==> config.mk <==
export PLATFORM = sky130hd
export DESIGN_NAME = vram_rect_writer_flat
export DESIGN_NICKNAME = d
export VERILOG_FILES = /design/src/rtl/vram_rect_writer_if.sv /design/src/rtl/vram_rect_writer.sv /design/src/flat_wrapper.sv
export SDC_FILE = /design/constraint.sdc
export NUM_CORES = 1
export LEC_CHECK = 0
export CORE_MARGIN = 4
export CORE_UTILIZATION = 50
export DETAILED_ROUTE_END_ITERATION = 8
export GPL_ROUTABILITY_DRIVEN = 0
export GPL_TIMING_DRIVEN = 0
export PLACE_DENSITY = 0.75
export SYNTH_ARGS = -nofsm -noshare
export SYNTH_HDL_FRONTEND = slang
export SYNTH_SLANG_ARGS = --single-unit
==> constraint.sdc <==
create_clock -name clk -period 2.3 [get_ports clk]
set_clock_uncertainty 0.15 [all_clocks]
set_input_delay 0.46 -clock clk [delete_from_list [all_inputs] [get_ports clk]]
set_output_delay 0.46 -clock clk [all_outputs]
set_load 0.02 [all_outputs]
==> src/rtl/vram_rect_writer_if.sv <==
// Command handshake and BRAM write-port bundle for vram_rect_writer.
// cmd_pattern exists only when VRAM_WR_PATTERN_EN is defined.
interface vram_rect_writer_if #(
    parameter int unsigned X_W    = 7,
    parameter int unsigned Y_W    = 7,
    parameter int unsigned ADDR_W = 14
);
    logic              cmd_valid;
    logic              cmd_ready;
    logic [1:0]        cmd_op;
    logic [X_W-1:0]    cmd_x0;
    logic [Y_W-1:0]    cmd_y0;
    logic [X_W-1:0]    cmd_x1;
    logic [Y_W-1:0]    cmd_y1;
    logic              cmd_color;
`ifdef VRAM_WR_PATTERN_EN
    logic              cmd_pattern;
`endif
    logic              wr_grant;
    logic              wr_en;
    logic [ADDR_W-1:0] wr_addr;
    logic              wr_data;
    logic              busy;
    logic              done;

    modport master (
        output cmd_valid, cmd_op, cmd_x0, cmd_y0, cmd_x1, cmd_y1, cmd_color,
`ifdef VRAM_WR_PATTERN_EN
        output cmd_pattern,
`endif
        output wr_grant,
        input  cmd_ready, wr_en, wr_addr, wr_data, busy, done
    );

    modport slave (
        input  cmd_valid, cmd_op, cmd_x0, cmd_y0, cmd_x1, cmd_y1, cmd_color,
`ifdef VRAM_WR_PATTERN_EN
        input  cmd_pattern,
`endif
        input  wr_grant,
        output cmd_ready, wr_en, wr_addr, wr_data, busy, done
    );
endinterface

==> src/rtl/vram_rect_writer.sv <==
// Write-side engine for the 1bpp 128x128 frame BRAM: PLOT / FILL / CLEAR walked in raster order.
// Optional checkerboard pattern on wr_data enabled by defining VRAM_WR_PATTERN_EN.
module vram_rect_writer #(
    parameter int unsigned X_W    = 7,
    parameter int unsigned Y_W    = 7,
    parameter int unsigned ADDR_W = 14
) (
    input logic               clk,
    input logic               reset,
    vram_rect_writer_if.slave bus
);
    localparam logic [1:0] OP_PLOT  = 2'b00;
    localparam logic [1:0] OP_FILL  = 2'b01;
    localparam logic [1:0] OP_CLEAR = 2'b10;

    typedef enum logic [1:0] {S_IDLE, S_WRITE, S_FIN} state_t;

    state_t         state;
    logic [X_W-1:0] x, x0_q, x1_q;
    logic [Y_W-1:0] y, y1_q;
    logic           color_q;
    logic           ready_q, busy_q, done_q;
`ifdef VRAM_WR_PATTERN_EN
    logic           pattern_q;
`endif

    always_ff @(posedge clk or posedge reset) begin
        if (reset) begin
            state   <= S_IDLE;
            x       <= '0;
            y       <= '0;
            x0_q    <= '0;
            x1_q    <= '0;
            y1_q    <= '0;
            color_q <= 1'b0;
            ready_q <= 1'b0;
            busy_q  <= 1'b0;
            done_q  <= 1'b0;
`ifdef VRAM_WR_PATTERN_EN
            pattern_q <= 1'b0;
`endif
        end else begin
            case (state)
                S_IDLE: begin
                    done_q <= 1'b0;
                    if (bus.cmd_valid && ready_q) begin
                        ready_q <= 1'b0;
                        color_q <= bus.cmd_color;
`ifdef VRAM_WR_PATTERN_EN
                        pattern_q <= bus.cmd_pattern;
`endif
                        x0_q    <= bus.cmd_x0;
                        x       <= bus.cmd_x0;
                        y       <= bus.cmd_y0;
                        case (bus.cmd_op)
                            // PLOT reuses the rectangle walk as a 1x1 rectangle
                            OP_PLOT: begin
                                x1_q   <= bus.cmd_x0;
                                y1_q   <= bus.cmd_y0;
                                busy_q <= 1'b1;
                                state  <= S_WRITE;
                            end
                            OP_FILL: begin
                                x1_q <= bus.cmd_x1;
                                y1_q <= bus.cmd_y1;
                                if (bus.cmd_x1 < bus.cmd_x0 || bus.cmd_y1 < bus.cmd_y0) begin
                                    done_q <= 1'b1;
                                    state  <= S_FIN;
                                end else begin
                                    busy_q <= 1'b1;
                                    state  <= S_WRITE;
                                end
                            end
                            OP_CLEAR: begin
                                x      <= '0;
                                y      <= '0;
                                x0_q   <= '0;
                                x1_q   <= '1;
                                y1_q   <= '1;
                                busy_q <= 1'b1;
                                state  <= S_WRITE;
                            end
                            default: begin
                                done_q <= 1'b1;
                                state  <= S_FIN;
                            end
                        endcase
                    end else begin
                        ready_q <= 1'b1;
                    end
                end
                S_WRITE: begin
                    if (bus.wr_grant) begin
                        if (x == x1_q && y == y1_q) begin
                            busy_q <= 1'b0;
                            done_q <= 1'b1;
                            state  <= S_FIN;
                        end else if (x == x1_q) begin
                            x <= x0_q;
                            y <= y + Y_W'(1);
                        end else begin
                            x <= x + X_W'(1);
                        end
                    end
                end
                S_FIN: begin
                    done_q  <= 1'b0;
                    ready_q <= 1'b1;
                    state   <= S_IDLE;
                end
                default: state <= S_IDLE;
            endcase
        end
    end

    // The strobe follows the arbiter grant within the cycle; address and data come from the position registers.
    assign bus.wr_en     = busy_q & bus.wr_grant;
    assign bus.wr_addr   = {y, x};
`ifdef VRAM_WR_PATTERN_EN
    assign bus.wr_data   = color_q ^ (pattern_q & (x[0] ^ y[0]));
`else
    assign bus.wr_data   = color_q;
`endif
    assign bus.cmd_ready = ready_q;
    assign bus.busy      = busy_q;
    assign bus.done      = done_q;
endmodule
==> src/flat_wrapper.sv <==
// flat-port wrapper written by rule: the top's interface ports become plain ports
module vram_rect_writer_flat 
#(
    parameter int unsigned X_W    = 7,
    parameter int unsigned Y_W    = 7,
    parameter int unsigned ADDR_W = 14
)
  (clk, reset, bus_cmd_valid, bus_cmd_op, bus_cmd_x0, bus_cmd_y0, bus_cmd_x1, bus_cmd_y1, bus_cmd_color, bus_wr_grant, bus_cmd_ready, bus_wr_en, bus_wr_addr, bus_wr_data, bus_busy, bus_done);
  vram_rect_writer_if #(.X_W(X_W), .Y_W(Y_W), .ADDR_W(ADDR_W)) bus_i ();
  input logic clk;
  input logic reset;
  input wire logic [$bits(bus_i.cmd_valid)-1:0] bus_cmd_valid;
  input wire logic [$bits(bus_i.cmd_op)-1:0] bus_cmd_op;
  input wire logic [$bits(bus_i.cmd_x0)-1:0] bus_cmd_x0;
  input wire logic [$bits(bus_i.cmd_y0)-1:0] bus_cmd_y0;
  input wire logic [$bits(bus_i.cmd_x1)-1:0] bus_cmd_x1;
  input wire logic [$bits(bus_i.cmd_y1)-1:0] bus_cmd_y1;
  input wire logic [$bits(bus_i.cmd_color)-1:0] bus_cmd_color;
  input wire logic [$bits(bus_i.wr_grant)-1:0] bus_wr_grant;
  output wire logic [$bits(bus_i.cmd_ready)-1:0] bus_cmd_ready;
  output wire logic [$bits(bus_i.wr_en)-1:0] bus_wr_en;
  output wire logic [$bits(bus_i.wr_addr)-1:0] bus_wr_addr;
  output wire logic [$bits(bus_i.wr_data)-1:0] bus_wr_data;
  output wire logic [$bits(bus_i.busy)-1:0] bus_busy;
  output wire logic [$bits(bus_i.done)-1:0] bus_done;
  assign bus_i.cmd_valid = bus_cmd_valid;
  assign bus_i.cmd_op = bus_cmd_op;
  assign bus_i.cmd_x0 = bus_cmd_x0;
  assign bus_i.cmd_y0 = bus_cmd_y0;
  assign bus_i.cmd_x1 = bus_cmd_x1;
  assign bus_i.cmd_y1 = bus_cmd_y1;
  assign bus_i.cmd_color = bus_cmd_color;
  assign bus_i.wr_grant = bus_wr_grant;
  assign bus_cmd_ready = bus_i.cmd_ready;
  assign bus_wr_en = bus_i.wr_en;
  assign bus_wr_addr = bus_i.wr_addr;
  assign bus_wr_data = bus_i.wr_data;
  assign bus_busy = bus_i.busy;
  assign bus_done = bus_i.done;
  vram_rect_writer #(.X_W(X_W), .Y_W(Y_W), .ADDR_W(ADDR_W)) u_core (.clk(clk), .reset(reset), .bus(bus_i));
endmodule
==> results of run 1 <==
## where the power goes
| group | internal, mW | switching (mW) |
|---|---|---|
| clock network | 0.272 | 0.266 |
| logic | 1.03 | 1.27 |
| registers | 1.05 | 0.377 |
| total | 2.35 | 1.91 |
## final cells by class
| type | instances | area share, % |
|---|---|---|
| multi-input combinational | 274 | 48.36 |
| sequential | 41 | 27.46 |
| timing repair buffer | 54 | 14.63 |
| clock buffer | 7 | 2.579 |
| tap | 72 | 2.411 |
| buffer | 17 | 2.311 |
| inverter | 21 | 2.110 |
| clock inverter | 1 | 0.1340 |
## metrics by stage
step                std cells  power [mW]  instance area, um^2  setup TNS [ns]  setup slack [ns]
floorplan                 356       2.897                 2923               0            0.1855
global placement          481       3.580                 3543          -12.47           -0.4212
detailed placement        481       3.637                 3543          -6.207           -0.4258
CTS                       488       4.188                 3649               0          0.005223
global route              487       4.582                 3736               0           0.01671
finish                    487       4.263                 3736               0           0.09439
## Yosys cell counts, drive strengths merged, types with 3 or more instances
| cell type | count | share of area (%) |
|---|---|---|
| nand2 | 59 | 7.6 |
| o21ai | 44 | 7.5 |
| a21oi | 41 | 7.3 |
| dfrtp | 41 | 35 |
| ha | 22 | 9.4 |
| inv | 21 | 2.7 |
| nor2 | 15 | 2.1 |
| xor2 | 15 | 4.5 |
| clkbuf | 14 | 1.8 |
| a31oi | 9 | 2.1 |
| nand3 | 8 | 1.4 |
| buf | 6 | 1.2 |
| o22ai | 6 | 1.3 |
| nand2b | 5 | 1.1 |
| nor3 | 5 | 0.86 |
| o31ai | 5 | 1.3 |
| mux2 | 4 | 1.7 |
| xnor2 | 4 | 1.2 |
| a2bb2oi | 3 | 0.90 |
| or3 | 3 | 0.64 |
## sequential cells by signal (all words and copies together) (netlist names)
register	flops
u_core.bus.busy	1
u_core.bus.cmd_ready	1
u_core.bus.done	1
u_core.bus.wr_data	1
u_core.state	2
u_core.x	7
u_core.x0_q	7
u_core.x1_q	7
u_core.y	7
u_core.y1_q	7
## tightest hold or removal path, stage by stage
cell and delay (ns):
dlymetal6s2s_1 0.15, nand2_1 0.07, a2bb2oi_1 0.05
## per-layer routing
| layer | global-route usage (%) | wire, um |
|---|---|---|
| met1 | 32.60 | 3671 |
| met2 | 38.24 | 3854 |
| met3 | 3.533 | 504 |
| met4 | 6.187 | 120 |
| met5 | 0 | 0 |
## logic make-up (layout without fill, tap and decap cells)
kind of cell | after synthesis | after routing | share of synthesized area, %
simple gates | 108 | 108 | 18.15
xor+xnor | 19 | 19 | 5.694
mux | 5 | 5 | 2.012
flops | 41 | 41 | 35.10
fa+ha+maj | 22 | 22 | 9.418
compound gates | 120 | 120 | 23.93
buf+inv | 41 | 100 | 5.694
## what timing repair did
item                                    in CTS  in global routing
pin swaps                                    0                  4
endpoints found under the setup margin      18                 32
cloned                                       0                  0
gates resized for setup                      6                 32
setup buffers                                0                  1
## path summary, 6_finish.rpt
kind	startpoint	end	slack, ns	cells after the start
worst max register to register	u_core.x[3]	u_core.y[2]	0.13	7
worst min register to register	u_core.x0_q[6]	u_core.x0_q[6]	0.34	2
min in group asynchronous	reset	u_core.y[2]	0.51	2
max in group asynchronous	reset	u_core.bus.done	0.94	2
worst min-delay path	bus_cmd_y0[6]	u_core.y[6]	0.32	3
worst max-delay path	bus_cmd_x0[1]	u_core.bus.done	0.09	9
==> reports/summary.txt, run 1 <==
Dpl hpwl: 6030 um
Max Slew Vio Count: 0
Syn. warnings: 0
Multi-input gate area: 1807 um^2
Total number of vias: 2829
GRT Util Overall: 23.43%
Ant diodes: 0
Slowest-stage cell, CP: clkdlybuf4s50_1
Nets: 471
Distinct cells, synth: 47
Die outline width: 84.46 um
Rows: 27
Global-route wire length before repair: 13510 um
Pleak: 1.673 nW
Vias per std cell: 5.809
Die Y: 84.46 um
Remaining Overflow, GRT: 0
Routed Antenna Nets: 0
Cells along the critical path: clkdlybuf4s50_1, inv_1, ha_1, nand2_1, o21ai_2, a21oi_2, o21ai_2, o31ai_2, mux2_4
Core area: 5574 um^2
Worst EP arrival: 2.24 ns
DRC errors left: 0
Cell Area, Synth: 2923 um^2
Vias in the first global route: 2740
Pwr dens: 1141 nW/um^2
Peak VDD IR: 0.5463 mV
Mapped Nets: 413
Worst rel slew slack: 41.04%
Run status: complete, no violations
Critical Path Fanout Max: 4
H-tree depth: 2
Buf+Inv Stages, Crit Path: 2
Sequential share of the synthesized area: 35.10%
Final setup fails: 0
Post-Synthesis Cells: 356
Final min period: 2.206 ns
Clock sink count: 41
Initial antenna violation count: 0
Worst-Skew Late Latency: 0.30 ns
Share of layout cells above drive strength 1: 11.57%
I/O pin cnt: 54
1st-iter DRT viols: 179
Tcrit/Tclk final: 95.90%
Num CTS Buffers: 5
Setup crit start kind: input port
CP most frequent cell: o21ai_2
CP Capture Type: flip-flop
Post-synth EDFFs: 0
Peak Freq: 453.4 MHz
Syn avg cell area: 8.210 um^2
Delay-heaviest family, CP: buffers and inverters
Final core utilization: 67.03%
Yosys reg bits: 41
Final Hold Viols: 0
Initial Util: 52.44%
Largest net degree at the start of global routing: 42
Hold WS: 0.3210 ns
Class of the worst hold path: in2reg
Ys flop type: dfrtp_1
CTS Root Cell: clkbuf_8
Synth-to-layout area growth: 27.83%
Most frequent cells in the layout: nand2_1, clkdlybuf4s50_1, dfrtp_1
RSZ-0062 raised after global routing: false
Seq. cell area: 1026 um^2
CTS Hold Bufs: 0
Drt total wl: 8150 um
Drt pass-1 iters: 5
IO Port Bufs: 53
Max stage delay on crit path: 0.52 ns
Critical Path RT: 2.34 ns
Slew @ Worst Pin: 0.8831 ns
Wire per inst: 16.74 um
Commonest non-fill, non-tap cell in the layout: nand2_1
Clock Pin Slew Worst Setup and Hold Paths: 0.08 ns
Critical path class: in2reg
Async SR Flop Fraction: 100.0%
CTS max path bufs: 2
Max cap viols: 0
CTS tree: built
Die area: 7133 um^2
Fill cell count: 485
Power figures use the tool's default switching activity.
==> run 2, diff against run 1 <==
- ABC_AREA: not set -> 1
- ABC_CLOCK_PERIOD_IN_PS: not set -> 2300
- PLACE_DENSITY: 0.75 -> 0.74
==> reports/summary.txt, run 2 <==
Run status: complete, no violations (unchanged)
Most frequent cells in the layout: nand2_1, inv_1, clkdlybuf4s50_1 (was nand2_1, clkdlybuf4s50_1, dfrtp_1)
Peak Freq: 459.6 MHz (was 453.4 MHz)
Yosys reg bits: 41 (unchanged)
Synth area leaders: dfrtp_1, nand2_1, ha_1 (was dfrtp_1, ha_1, nand2_1)
Critical Path RT: 2.33 ns (was 2.34 ns)
Vias per std cell: 5.265 (was 5.809)
Buf+Inv Stages, Crit Path: 4 (was 2)
Core area: 5991 um^2 (was 5574 um^2)
Ant diodes: 0 (unchanged)
Clock sink count: 41 (unchanged)
Setup crit start kind: input port (unchanged)
Final WS setup: 0.1244 ns (was 0.09439 ns)
Commonest non-fill, non-tap cell in the layout: nand2_1 (unchanged)
Tcrit/Tclk final: 94.59% (was 95.90%)
Peak VDD IR: 0.6652 mV (was 0.5463 mV)
Clock Pin Slew Worst Setup and Hold Paths: 0.09 ns (was 0.08 ns)
Dpl hpwl: 6263 um (was 6030 um)
Drt total wl: 8146 um (was 8150 um)
Initial Util: 51.98% (was 52.44%)
Worst EP arrival: 2.20 ns (was 2.24 ns)
Die outline width: 86.92 um (was 84.46 um)
CTS tree: built (unchanged)
Distinct cells, synth: 35 (was 47)
Pwr dens: 1133 nW/um^2 (was 1141 nW/um^2)
Sequential share of the synthesized area: 32.94% (was 35.10%)
Total Power: 4.413 mW (was 4.263 mW)
Wire per inst: 13.90 um (was 16.74 um)
Cell Area, Synth: 3114 um^2 (was 2923 um^2)
Largest net degree at the start of global routing: 32 (was 42)
CP Capture Type: flip-flop (unchanged)
1st-iter DRT viols: 181 (was 179)
Final setup fails: 0 (unchanged)
Critical Path Fanout Max: 10 (was 4)
Initial antenna violation count: 0 (unchanged)
H-tree depth: 2 (unchanged)
Cells along the critical path: clkdlybuf4s50_1, inv_1, ha_1, inv_1, nor2_2, clkbuf_4, a22oi_1, nand2_1, o21ai_0 (was clkdlybuf4s50_1, inv_1, ha_1, nand2_1, o21ai_2, a21oi_2, o21ai_2, o31ai_2, mux2_4)
Ys flop type: dfrtp_1 (unchanged)
Synth top area share: 32.94% (was 35.10%)
Worst-Skew Late Latency: 0.30 ns (about the same)
Final setup TNS: 0 ns (unchanged)
Remaining Overflow, GRT: 0 (unchanged)
Post-Synthesis Cells: 450 (was 356)
Routed Antenna Nets: 0 (unchanged)
Leading area contributor after synthesis: dfrtp_1 (unchanged)
Slew @ Worst Pin: 0.4991 ns (was 0.8831 ns)
CP most frequent cell: inv_1 (was o21ai_2)
Syn avg cell area: 6.921 um^2 (was 8.210 um^2)
CTS Root Cell: clkbuf_8 (unchanged)
Pre-CTS setup slack: -0.4626 ns (was -0.4258 ns)
Most instantiated library cell after synthesis: nand2_1 (unchanged)
Num CTS Buffers: 5 (unchanged)
IO Port Bufs: 53 (unchanged)
Async SR Flop Fraction: 100.0% (unchanged)
Syn. warnings: 0 (unchanged)
Drt pass-1 iters: 4 (was 5)
Total number of vias: 3085 (was 2829)
Final Hold Viols: 0 (unchanged)
Fill cell count: 537 (was 485)
Delay-heaviest family, CP: buffers and inverters (unchanged)
RSZ-0062 raised after global routing: false (unchanged)
Commonest cells post-synth: nand2_1, inv_1, dfrtp_1 (was nand2_1, o21ai_0, dfrtp_1)
Placed insts: 579 (was 481)
Max Slew Vio Count: 0 (unchanged)
Die Y: 86.92 um (was 84.46 um)
Die area: 7555 um^2 (was 7133 um^2)
Rows: 28 (was 27)
Max cap viols: 0 (unchanged)
Final min period: 2.176 ns (was 2.206 ns)
CTS max path bufs: 2 (unchanged)
Post-synth EDFFs: 0 (unchanged)
GRT Util Overall: 23.23% (was 23.43%)
Seq. cell area: 1026 um^2 (unchanged)
Vias in the first global route: 2980 (was 2740)
Pleak: 2.009 nW (was 1.673 nW)
Share of layout cells above drive strength 1: 9.589% (was 11.57%)
Max stage delay on crit path: 0.53 ns (was 0.52 ns)
Critical path class: in2reg (unchanged)
Hold WS: 0.2520 ns (was 0.3210 ns)
Class of the worst hold path: in2async (was in2reg)
Nets: 568 (was 471)
DRC errors left: 0 (unchanged)
Mapped Nets: 507 (was 413)
Global-route wire length before repair: 13780 um (was 13510 um)
I/O pin cnt: 54 (unchanged)
Worst rel slew slack: 66.73% (was 41.04%)
Multi-input gate area: 1779 um^2 (was 1807 um^2)
Synth-to-layout area growth: 25.11% (was 27.83%)
Final std cells w/o fill: 586 (was 487)
Slowest-stage cell, CP: clkdlybuf4s50_1 (unchanged)
run 2: changes by cell type after synthesis, moves of 6 or more:
cell and delta:
a21oi_1 -30, a22oi_1 +11, a31oi_1 -6, clkbuf_1 -6, inv_1 +45, nand2_1 +93
nand3_1 +9, nor2_1 +22, o21ai_0 -22, o21ai_1 +16, xor2_1 -12
run 2: routing by layer:
| layer | vias to the layer above | GRT usage, % | part of all wire, % |
|---|---|---|---|
| met4 | 0 | 8.074 | 1.6 |
| met3 | 10 | 2.933 | 5.7 |
| met1 | 1437 | 30.92 | 44 |
| met5 | - | 0 | 0 |
| li1 | 1541 | - | - |
| met2 | 97 | 38.85 | 49 |
run 2: through the flow:
step	util [%]	cell area, um^2
CTS	64.49	3864
finish	65.04	3896
global route	65.04	3896
global placement	62.41	3739
detailed placement	62.74	3759
floorplan	-	3114
run 2: path summary, 6_finish.rpt:
check	from	end	slack, ns	depth (start not counted)
worst max-delay path	bus_cmd_op[0]	u_core.y1_q[1]	0.12	9
worst max register to register	u_core.state[0]	u_core.y1_q[1]	0.26	8
max in group asynchronous	reset	u_core.y[5]	1.29	3
min in group clk	u_core.bus.wr_data	u_core.bus.wr_data	0.33	2
worst min-delay path	reset	u_core.x[4]	0.25	2
worst min register to register	u_core.bus.wr_data	u_core.bus.wr_data	0.33	2
run 2: cell families after synthesis:
family,synth area share (%)
and+or+nand+nor,30.53
muxes,0.7231
adders and majority gates,8.839
buffers and inverters,10.41
AOI/OAI and AO/OA,14.87
xor gates and xnor gates,1.688
DFF,32.94
run 2: area by class of cell:
cell class / instances / area share, %
clock buffer: 5 / 1.766
tap: 75 / 2.408
inverter: 71 / 6.840
buffer: 10 / 1.509
sequential: 41 / 26.33
timing repair buffer: 56 / 14.58
multi-input combinational: 326 / 45.66
clock inverter: 2 / 0.8992
run 2: worst register-to-register path: cells and delay by family, from the launching register on:
kind / cells / cell delay (ns)
fa+ha+maj: 1 / 0.26
simple gates: 2 / 0.38
compound gates: 1 / 0.11
buf+inv: 4 / 0.61
flops: 1 / 0.42
run 2: report_power, final:
| group | internal [mW] | leakage (nW) | switching, mW |
|---|---|---|---|
| clock network | 0.316 | 0.0540 | 0.267 |
| logic | 0.973 | 1.44 | 1.48 |
| registers | 1.06 | 0.511 | 0.312 |
run 2: repair_timing:
action                                  CTS  global route
hold buffers                              0             0
buffers inserted                          0             2
pin swaps                                 0             0
endpoints found under the setup margin   10            29
endpoints found under the hold margin     0             0
resized for setup                         1            13
